===== src/rtl/csr_trap_unit.sv =====
// csr_trap_unit: machine-mode CSR file with trap sequencing.
//   Holds mstatus/mie/mip/mtvec/mscratch/mepc/mcause/mtval and the
//   mcycle/minstret counters. It arbitrates exceptions and interrupts,
//   requests traps from fetch via trap_request/trap_ack, and handles mret.
// Ports:
//   clk, reset (async, active low)
//   csr_write_enable, func3, csr_immediate, csr_address, csr_data_in -> CSR op
//   csr_data_out        combinational read data
//   irq_external/timer/software, irq_fast[NUM_FAST_IRQ-1:0]  level irqs
//   instr_retired       retire pulse for minstret
//   exception_valid/cause/tval, current_pc   trap source info
//   mret                return from trap
//   trap_request/trap_ack/trap_target        handshake with fetch
//   mepc_out            return address
// Optional feature: define CSR_VECTORED_MTVEC_EN for vectored interrupt mode
//   (mtvec[0]=1 -> interrupts go to base + 4*code).
module csr_trap_unit #(
    parameter int          NUM_FAST_IRQ  = 16,
    parameter int          COUNTER_WIDTH = 64,
    parameter logic [31:0] RESET_MTVEC   = 32'h0000_0000
) (
    input  logic                    clk,
    input  logic                    reset,
    input  logic                    csr_write_enable,
    input  logic [2:0]              func3,
    input  logic [4:0]              csr_immediate,
    input  logic [11:0]             csr_address,
    input  logic [31:0]             csr_data_in,
    output logic [31:0]             csr_data_out,
    input  logic                    irq_external,
    input  logic                    irq_timer,
    input  logic                    irq_software,
    input  logic [NUM_FAST_IRQ-1:0] irq_fast,
    input  logic                    instr_retired,
    input  logic                    exception_valid,
    input  logic [3:0]              exception_cause,
    input  logic [31:0]             exception_tval,
    input  logic [31:0]             current_pc,
    input  logic                    mret,
    output logic                    trap_request,
    input  logic                    trap_ack,
    output logic [31:0]             trap_target,
    output logic [31:0]             mepc_out
);
    localparam logic [11:0] A_MSTATUS = 12'h300, A_MISA = 12'h301, A_MIE = 12'h304,
                            A_MTVEC = 12'h305, A_MSTATUSH = 12'h310, A_MSCRATCH = 12'h340,
                            A_MEPC = 12'h341, A_MCAUSE = 12'h342, A_MTVAL = 12'h343,
                            A_MIP = 12'h344, A_MCYCLE = 12'hB00, A_MINSTRET = 12'hB02,
                            A_MCYCLEH = 12'hB80, A_MINSTRETH = 12'hB82,
                            A_CYCLE = 12'hC00, A_TIME = 12'hC01, A_INSTRET = 12'hC02,
                            A_CYCLEH = 12'hC80, A_TIMEH = 12'hC81, A_INSTRETH = 12'hC82,
                            A_MARCHID = 12'hF12, A_MIMPID = 12'hF13;
    localparam logic [31:0] FAST_MASK = ((32'h1 << NUM_FAST_IRQ) - 32'h1) << 16;
    localparam logic [31:0] MIE_MASK  = FAST_MASK | 32'h0000_0888;
`ifdef CSR_VECTORED_MTVEC_EN
    localparam logic [31:0] MTVEC_RST = RESET_MTVEC & 32'hFFFF_FFFD;
`else
    localparam logic [31:0] MTVEC_RST = RESET_MTVEC & 32'hFFFF_FFFC;
`endif

    typedef enum logic {S_IDLE, S_PEND} state_t;

    state_t                   state_q, state_d;
    logic                     st_mie_q, st_mie_d, st_mpie_q, st_mpie_d;
    logic [31:0]              mie_q, mie_d, mip_q, mtvec_q, mtvec_d, mscratch_q, mscratch_d;
    logic [31:0]              mepc_q, mepc_d, mcause_q, mcause_d, mtval_q, mtval_d;
    logic [COUNTER_WIDTH-1:0] mcycle_q, mcycle_d, minstret_q, minstret_d;
    logic                     sh_int_q, sh_int_d;
    logic [4:0]               sh_code_q, sh_code_d;
    logic [31:0]              sh_tval_q, sh_tval_d, sh_pc_q, sh_pc_d;

    logic [31:0] irq_vec, irq_act, src, wdata, tgt;
    logic [63:0] mcycle_x, minstret_x;
    logic        csr_we, take, arb_int;
    logic [4:0]  arb_code;
    logic [31:0] arb_tval;

    assign mcycle_x   = 64'(mcycle_q);
    assign minstret_x = 64'(minstret_q);
    assign irq_act    = mie_q & mip_q;
    assign csr_we     = csr_write_enable && (func3[1:0] != 2'b00);
    assign src        = func3[2] ? {27'b0, csr_immediate} : csr_data_in;

    always_comb begin
        irq_vec = 32'h0;
        irq_vec[16 +: NUM_FAST_IRQ] = irq_fast;
        irq_vec[11] = irq_external;
        irq_vec[7]  = irq_timer;
        irq_vec[3]  = irq_software;
    end

    // Combinational read mux; the RS/RC write data is built from it.
    always_comb begin
        csr_data_out = 32'h0;
        case (csr_address)
            A_MSTATUS:                csr_data_out = {19'b0, 2'b11, 3'b0, st_mpie_q, 3'b0, st_mie_q, 3'b0};
            A_MISA:                   csr_data_out = 32'h4000_0100;
            A_MIE:                    csr_data_out = mie_q;
            A_MTVEC:                  csr_data_out = mtvec_q;
            A_MSTATUSH:               csr_data_out = 32'h0;
            A_MSCRATCH:               csr_data_out = mscratch_q;
            A_MEPC:                   csr_data_out = mepc_q;
            A_MCAUSE:                 csr_data_out = mcause_q;
            A_MTVAL:                  csr_data_out = mtval_q;
            A_MIP:                    csr_data_out = mip_q;
            A_MCYCLE, A_CYCLE, A_TIME:    csr_data_out = mcycle_x[31:0];
            A_MCYCLEH, A_CYCLEH, A_TIMEH: csr_data_out = mcycle_x[63:32];
            A_MINSTRET, A_INSTRET:    csr_data_out = minstret_x[31:0];
            A_MINSTRETH, A_INSTRETH:  csr_data_out = minstret_x[63:32];
            A_MARCHID, A_MIMPID:      csr_data_out = 32'h0;
            default:                  csr_data_out = 32'h0;
        endcase
    end

    always_comb begin
        case (func3[1:0])
            2'b01:   wdata = src;
            2'b10:   wdata = csr_data_out | src;
            2'b11:   wdata = csr_data_out & ~src;
            default: wdata = csr_data_out;
        endcase
    end

    // Exception beats all interrupts; fast irqs beat the standard ones.
    always_comb begin
        take     = 1'b0;
        arb_int  = 1'b0;
        arb_code = 5'd0;
        arb_tval = 32'h0;
        if (exception_valid) begin
            take     = 1'b1;
            arb_code = {1'b0, exception_cause};
            arb_tval = exception_tval;
        end else if ((irq_act != 32'h0) && st_mie_q) begin
            take    = 1'b1;
            arb_int = 1'b1;
            if (irq_act[31:16] != 16'h0) begin
                for (int i = NUM_FAST_IRQ - 1; i >= 0; i--)
                    if (irq_act[16+i]) arb_code = 5'(16 + i);
            end else if (irq_act[11]) arb_code = 5'd11;
            else if (irq_act[3])      arb_code = 5'd3;
            else                      arb_code = 5'd7;
        end
    end

    always_comb begin
        state_d    = state_q;
        st_mie_d   = st_mie_q;
        st_mpie_d  = st_mpie_q;
        mie_d      = mie_q;
        mtvec_d    = mtvec_q;
        mscratch_d = mscratch_q;
        mepc_d     = mepc_q;
        mcause_d   = mcause_q;
        mtval_d    = mtval_q;
        mcycle_d   = mcycle_q + COUNTER_WIDTH'(1);
        minstret_d = instr_retired ? minstret_q + COUNTER_WIDTH'(1) : minstret_q;
        sh_int_d   = sh_int_q;
        sh_code_d  = sh_code_q;
        sh_tval_d  = sh_tval_q;
        sh_pc_d    = sh_pc_q;

        if (csr_we) begin
            case (csr_address)
                A_MSTATUS:   begin st_mie_d = wdata[3]; st_mpie_d = wdata[7]; end
                A_MIE:       mie_d = wdata & MIE_MASK;
`ifdef CSR_VECTORED_MTVEC_EN
                A_MTVEC:     mtvec_d = {wdata[31:2], 1'b0, wdata[0]};
`else
                A_MTVEC:     mtvec_d = {wdata[31:2], 2'b00};
`endif
                A_MSCRATCH:  mscratch_d = wdata;
                A_MEPC:      mepc_d = {wdata[31:2], 2'b00};
                A_MCAUSE:    mcause_d = wdata;
                A_MTVAL:     mtval_d = wdata;
                // A written counter takes the new half and skips this cycle's increment.
                A_MCYCLE:    mcycle_d = {mcycle_q[COUNTER_WIDTH-1:32], wdata};
                A_MCYCLEH:   mcycle_d = COUNTER_WIDTH'({wdata, mcycle_q[31:0]});
                A_MINSTRET:  minstret_d = {minstret_q[COUNTER_WIDTH-1:32], wdata};
                A_MINSTRETH: minstret_d = COUNTER_WIDTH'({wdata, minstret_q[31:0]});
                default: ;
            endcase
        end

        case (state_q)
            S_IDLE: begin
                if (take) begin
                    sh_int_d  = arb_int;
                    sh_code_d = arb_code;
                    sh_tval_d = arb_tval;
                    sh_pc_d   = current_pc;
                    state_d   = S_PEND;
                end else if (mret) begin
                    st_mie_d  = st_mpie_q;
                    st_mpie_d = 1'b1;
                end
            end
            S_PEND: begin
                // Commit overrides any same-cycle CSR write to these registers.
                if (trap_ack) begin
                    mepc_d    = sh_pc_q;
                    mcause_d  = {sh_int_q, 26'b0, sh_code_q};
                    mtval_d   = sh_tval_q;
                    st_mpie_d = st_mie_q;
                    st_mie_d  = 1'b0;
                    state_d   = S_IDLE;
                end
            end
            default: state_d = S_IDLE;
        endcase
    end

    always_ff @(posedge clk or negedge reset) begin
        if (!reset) begin
            state_q    <= S_IDLE;
            st_mie_q   <= 1'b0;
            st_mpie_q  <= 1'b1;
            mie_q      <= 32'h0;
            mip_q      <= 32'h0;
            mtvec_q    <= MTVEC_RST;
            mscratch_q <= 32'h0;
            mepc_q     <= 32'h0;
            mcause_q   <= 32'h0;
            mtval_q    <= 32'h0;
            mcycle_q   <= '0;
            minstret_q <= '0;
            sh_int_q   <= 1'b0;
            sh_code_q  <= 5'd0;
            sh_tval_q  <= 32'h0;
            sh_pc_q    <= 32'h0;
        end else begin
            state_q    <= state_d;
            st_mie_q   <= st_mie_d;
            st_mpie_q  <= st_mpie_d;
            mie_q      <= mie_d;
            mip_q      <= irq_vec;
            mtvec_q    <= mtvec_d;
            mscratch_q <= mscratch_d;
            mepc_q     <= mepc_d;
            mcause_q   <= mcause_d;
            mtval_q    <= mtval_d;
            mcycle_q   <= mcycle_d;
            minstret_q <= minstret_d;
            sh_int_q   <= sh_int_d;
            sh_code_q  <= sh_code_d;
            sh_tval_q  <= sh_tval_d;
            sh_pc_q    <= sh_pc_d;
        end
    end

    always_comb begin
        tgt = {mtvec_q[31:2], 2'b00};
`ifdef CSR_VECTORED_MTVEC_EN
        if (mtvec_q[0] && sh_int_q) tgt = {mtvec_q[31:2], 2'b00} + {25'b0, sh_code_q, 2'b00};
`endif
    end

    assign trap_request = (state_q == S_PEND);
    assign trap_target  = trap_request ? tgt : 32'h0;
    assign mepc_out     = mepc_q;

endmodule


===== config.mk =====
export PLATFORM = sky130hd
export DESIGN_NAME = csr_trap_unit
export DESIGN_NICKNAME = d
export VERILOG_FILES = /design/src/rtl/csr_trap_unit.sv
export SDC_FILE = /design/constraint.sdc
export NUM_CORES = 1
export LEC_CHECK = 0
export CAP_MARGIN = 20
export CORE_MARGIN = 2
export CORE_UTILIZATION = 34
export CTS_CLUSTER_DIAMETER = 30
export CTS_CLUSTER_SIZE = 30
export DETAILED_ROUTE_END_ITERATION = 8
export PLACE_DENSITY = 0.57
export SLEW_MARGIN = 10
export SYNTH_ARGS = -nofsm -noshare
export SYNTH_HDL_FRONTEND = slang
export SYNTH_SLANG_ARGS = --single-unit

===== constraint.sdc =====
create_clock -name clk -period 2.7 [get_ports clk]
set_input_delay 0.54 -clock clk [delete_from_list [all_inputs] [get_ports clk]]
set_output_delay 0.54 -clock clk [all_outputs]
set_load 0.01 [all_outputs]

# After elaboration in Yosys (flattened, before gate mapping)
# Index checks and enable logic that the tools add are counted.
[word_totals]
register_bits = 397
input_bits = 146
output_inout_bits = 97
word_cells = 125
[classes]
add_sub_neg = 2
n_eq_ne = 26
mux = 61
bitwise_logic = 5
reduce_logical = 13
[op_table]
columns = ["cell", "count"]
rows = [
  ["$mux 32", 15],
  ["$pmux 32 s13", 1],
  ["$pmux 64 s2", 2],
  ["$mux 64", 3],
  ["$add 64x1->64 const B", 2],
  ["$eq 12x12->1 const B", 10],
  ["$eq 12x10->1 const B", 9],
  ["$pmux 32 s3", 1],
  ["$mux 5", 19],
  ["$and 32x32->32", 2],
  ["$not 32->32", 1],
  ["$or 32x32->32", 1],
  ["$reduce_bool 32->1", 1],
  ["$reduce_bool 16->1", 1],
  ["$mux 1", 15],
  ["$ne 2x2->1 const B", 4],
  ["$reduce_and 2->1", 4],
  ["$pmux 1 s2", 3],
  ["$reduce_or 3->1", 2],
  ["$eq 2x2->1 const B", 2],
  ["$mux 4", 1],
  ["$reduce_or 2->1", 2],
  ["$mux 3", 1],
  ["$eq 2x1->1 const B", 1],
  ["3 further kinds", 4],
]

# Depth between registers and ports, before layout
[depth]
depth_word = 20
ltp_mapped = 11
ltp_nobuf = 8

# Least setup slack after synthesis
# Ideal clock, no wire load.
[synth_path]
path_kind = "input to output"
startpoint = "in csr_address[3]"
endpoint = "out csr_data_out[23]"
arrival_time_ns = 2.255
required_time_ns = 2.160
path_slack_ns = -0.095
path_stages = 8
path_buffers = 3
path_cell_list = "buf_2 > or4b_4 > buf_6 > a2111oi_4 > buf_6 > a22oi_1 > and4_1 > nand2b_1"
[synth_between]
elab_chain_len = 3
[synth_lines]
columns = ["item", "line_no", "source"]
rows = [
  ["start: declaration", "27", "input logic [11:0] csr_address,"],
  ["$eq 12x12->1", "95", "case (csr_address)"],
  ["$reduce_or 3->1 or $reduce_or 2->1 (tied branches)", "95", ""],
  ["$pmux 32 s13 (*)", "95", ""],
  ["end: declaration", "29", "output logic [31:0] csr_data_out,"],
]
# Mark *: on every way between the ends. The rest lies on a longest branch, timed or not.

# Final worst setup path
[layout_path]
startpoint = "reg mepc_q[17], in the netlist mepc_out[17]"
endpoint = "out csr_data_out[17]"
[layout_between]
elab_chain_len = 1
[layout_lines]
columns = ["item", "line_no", "source"]
rows = [
  ["start: declaration", "66", "logic [31:0] mepc_q, mepc_d, mcause_q, mcause_d, mtval_q, mtval_d;"],
  ["start signal: assignment", "239", "mepc_q <= mepc_d;"],
  ["$pmux 32 s13", "95", ""],
]
# Every way passes these cells.

==> impl_metrics.csv <==
group,metric,value,unit
status,run_status,"finished with violations",
status,violations,"negative setup slack",
worst_setup_path,crit_type,"reg2out",
pwr,ir_drop,0.0005598,V
worst_setup_path,reg2reg_setup_slack,0.06,ns
detailed_routing,routed_wirelength,131600,um
sta,worstMarginPinSlew,1.047,ns
global_route,antenna_found_initial,6,
synthesis,async_flop_share,100.0,%
final_layout,area_growth,64.31,%
sta,grt_setup_unrepaired,"yes",
global_route,grt_pass1_wl,185200,um
worst_setup_path,worstReg2RegEnd,"mcycle_q[62]",
sta,fmax,0.3095,GHz
worst_setup_path,crit_path_end_kind,"output pin",
final_layout,fill_cells,5832,
sta,hold_slack,0.2894,ns
clock_network,clkTransAtPathRegs,0.05,ns
clock_network,cts_tree,"done",
worst_setup_path,crit_fanout,2,
final_layout,layout-drive-gt1-share,32.86,%
sta,setup_slack,-0.5307,ns
synthesis,ys_seq_area_share,44.01,%
floorplan,fp.dieW,261.7,um
detailed_routing,drt_first_pass_iters,8,
synthesis,synth_edf_count,0,
job,cap_violations,0,
clock_network,cts_root_buffer,"clkbuf_16",
pwr,p_per_area,667.6,nW/um^2
worst_setup_path,startpoint,"mepc_out[17]",
synthesis,ys.warnings.count,0,
sta,hold_violations,0,
final_layout,final_common_cell,"buf_4",
global_route,grt_overflow,0,
place,dp_hpwl,99960,um
floorplan,ios,243,
detailed_routing,vias,26150,
detailed_routing,drc,0,
sta,maxSlewViolCount,0,
final_layout,layout_common_cells,"buf_4, dfrtp_1, nand2_1",
floorplan,chipHeight,261.7,um
detailed_routing,via_per_inst,5.923,
sta,final_min_period_over_clock_period,119.7,%
synthesis,syn_avg_cell_area,8.697,um^2
min_path,whs_path_depth,1,
sta,max_slew_margin,30.17,%
detailed_routing,detail_route.wl_per_cell,29.82,um
pwr,leakage,0.01681,uW
place,dp_slack,-1.292,ns
synthesis,netlist_area,22580,um^2
worst_setup_path,cp_slowest_cell,"a222oi_1",
clock_network,clk_latency,0.70,ns
sta,period_minus_slack,3.231,ns
floorplan,die_area,68480,um^2
synthesis,synth_ff_type,"dfrtp_1",
place,port_buffers,240,
global_route,gr-usage-all-layers,37.88,%
min_path,hp-start,"irq_fast[1]",
synthesis,synth_seq_cells,397,
worst_setup_path,r2r-start,"mcycle_q[24]",
worst_setup_path,cp_cell_sequence,"mux2i_1, buf_4, o2bb2ai_4, a22o_1, a222oi_1, o211ai_1, buf_2",
min_path,hold_class,"in2reg",
synthesis,synth_cells,2596,
worst_setup_path,required,2.16,ns
sta,clock_skew,0.06826,ns
clock_network,clock_path_buffers,3,
worst_setup_path,start_kind,"flop",
clock_network,cts.sink_count,397,
synthesis,synthDistinctLibCells,93,
final_layout,finalNetCount,3603,
clock_network,htree_num_levels,3,
detailed_routing,drt_iter0_markers,3046,
global_route,grt_max_degree,56,
clock_network,numCtsBuffers,110,
min_path,min_to,"mip_q[17]",
sta,setup_viol,32,
global_route,grt_pass1_vias,25620,
floorplan,start_util,34.34,%
place,gp_congestion,1.029,
floorplan,rows,94,
worst_setup_path,worst_path_largest_cell_delay,0.50,ns
worst_setup_path,r2r_cells,9,
worst_setup_path,critPathArrivalTime,2.69,ns
floorplan,core-area,65750,um^2
detailed_routing,detail-route-antenna-nets,0,
[flip-flops by register name, indices dropped and copies added (netlist names), 5 cells and up]
name and count:
mepc_out 32, mtvec_q 30, mcycle_q 64, mcause_q 32
mip_q 19, mie_q 19, sh_tval_q 32, sh_pc_q 32
mscratch_q 32, minstret_q 64, mtval_q 32, sh_code_q 5
[through the flow]
step                TNS (ns)  instances  utilization, %  power, uW  area [um^2]
finish                -10.83       4415           56.42      24770        37100
CTS                   -8.895       4384           55.39      24700        36410
global placement     -256.62       4091           46.51      10680        30580
detailed placement   -262.25       4091           46.51      10720        30580
floorplan           -0.05852       2597               -       8493        22610
global route          -12.10       4412           56.41      25480        37090
[power by group]
| group | internal [uW] | total, uW | switching (uW) |
|---|---|---|---|
| Sequential | 6650 | 7510 | 858 |
| Clock | 9520 | 13800 | 4260 |
| Combinational | 1690 | 3470 | 1780 |
| Total | 17900 | 24800 | 6900 |
[logic make-up (layout without fill, tap and decap cells)]
group	count (synthesis)	after routing	share of synthesized area, %
simple gates	995	995	22.07
compound gates	847	848	24.09
flops	397	397	44.01
buf+inv	232	1182	4.328
mux	70	70	3.364
xor+xnor	52	52	2.017
fa+ha+maj	2	2	0.1108
other cells	1	5	0.01661
[area by class of cell]
class	instances	area [um^2]	area share, %
timing repair buffer	946	9071	24.45
clock buffer	144	3080	8.304
multi-input combinational	1969	12890	34.75
tap	864	1081	2.914
antenna	3	7.507	0.02024
inverter	31	120.1	0.3238
sequential	397	9940	26.79
clock inverter	61	904.6	2.439
[critical path, delay by kind of cell, from the launching register on]
kind                   cells  cell delay (ns)
AOI/OAI and AO/OA          4             1.11
DFF                        1             0.38
buffers and inverters      2             0.37
muxes                      1             0.13
[synth_stat cells (46+ instances only)]
master	instances	area share, %
a21oi_1	201	4.5
a22o_1	60	2.3
and2_1	52	1.4
and3_1	102	2.8
buf_2	50	1.1
clkbuf_1	131	2.2
dfrtp_1	396	44
nand2_1	378	6.3
nand3_1	78	1.7
nand4_1	60	1.7
nor2_1	138	2.3
nor3_1	46	1.0
o21ai_0	266	5.9
[how the worst max path moves through the flow]
| stage | to |
|---|---|
| floorplan | csr_data_out[23] |
| global placement | csr_data_out[17] |
| detailed placement | csr_data_out[17] |
| CTS | csr_data_out[17] |
| global route | csr_data_out[17] |
| finish | csr_data_out[17] |
[per-layer routing]
layer,vias to the layer above,global-route usage [%],share of wire (%)
li1,11330,-,-
met1,13040,49.54,40
met2,1472,60.00,45
met3,311,7.581,8.7
met4,4,18.42,5.5
met5,-,0,0.023
[timing repair]
action	4_1_cts	5_1_grt
endpoints found under the setup margin	267	146
gates cloned	8	2
pin swaps	80	63
hold buffers	1	0
setup buffers	89	42
hold endpoints to repair	40	0
resized for setup	445	98
No activity file was read; power rests on OpenSTA's default activity.
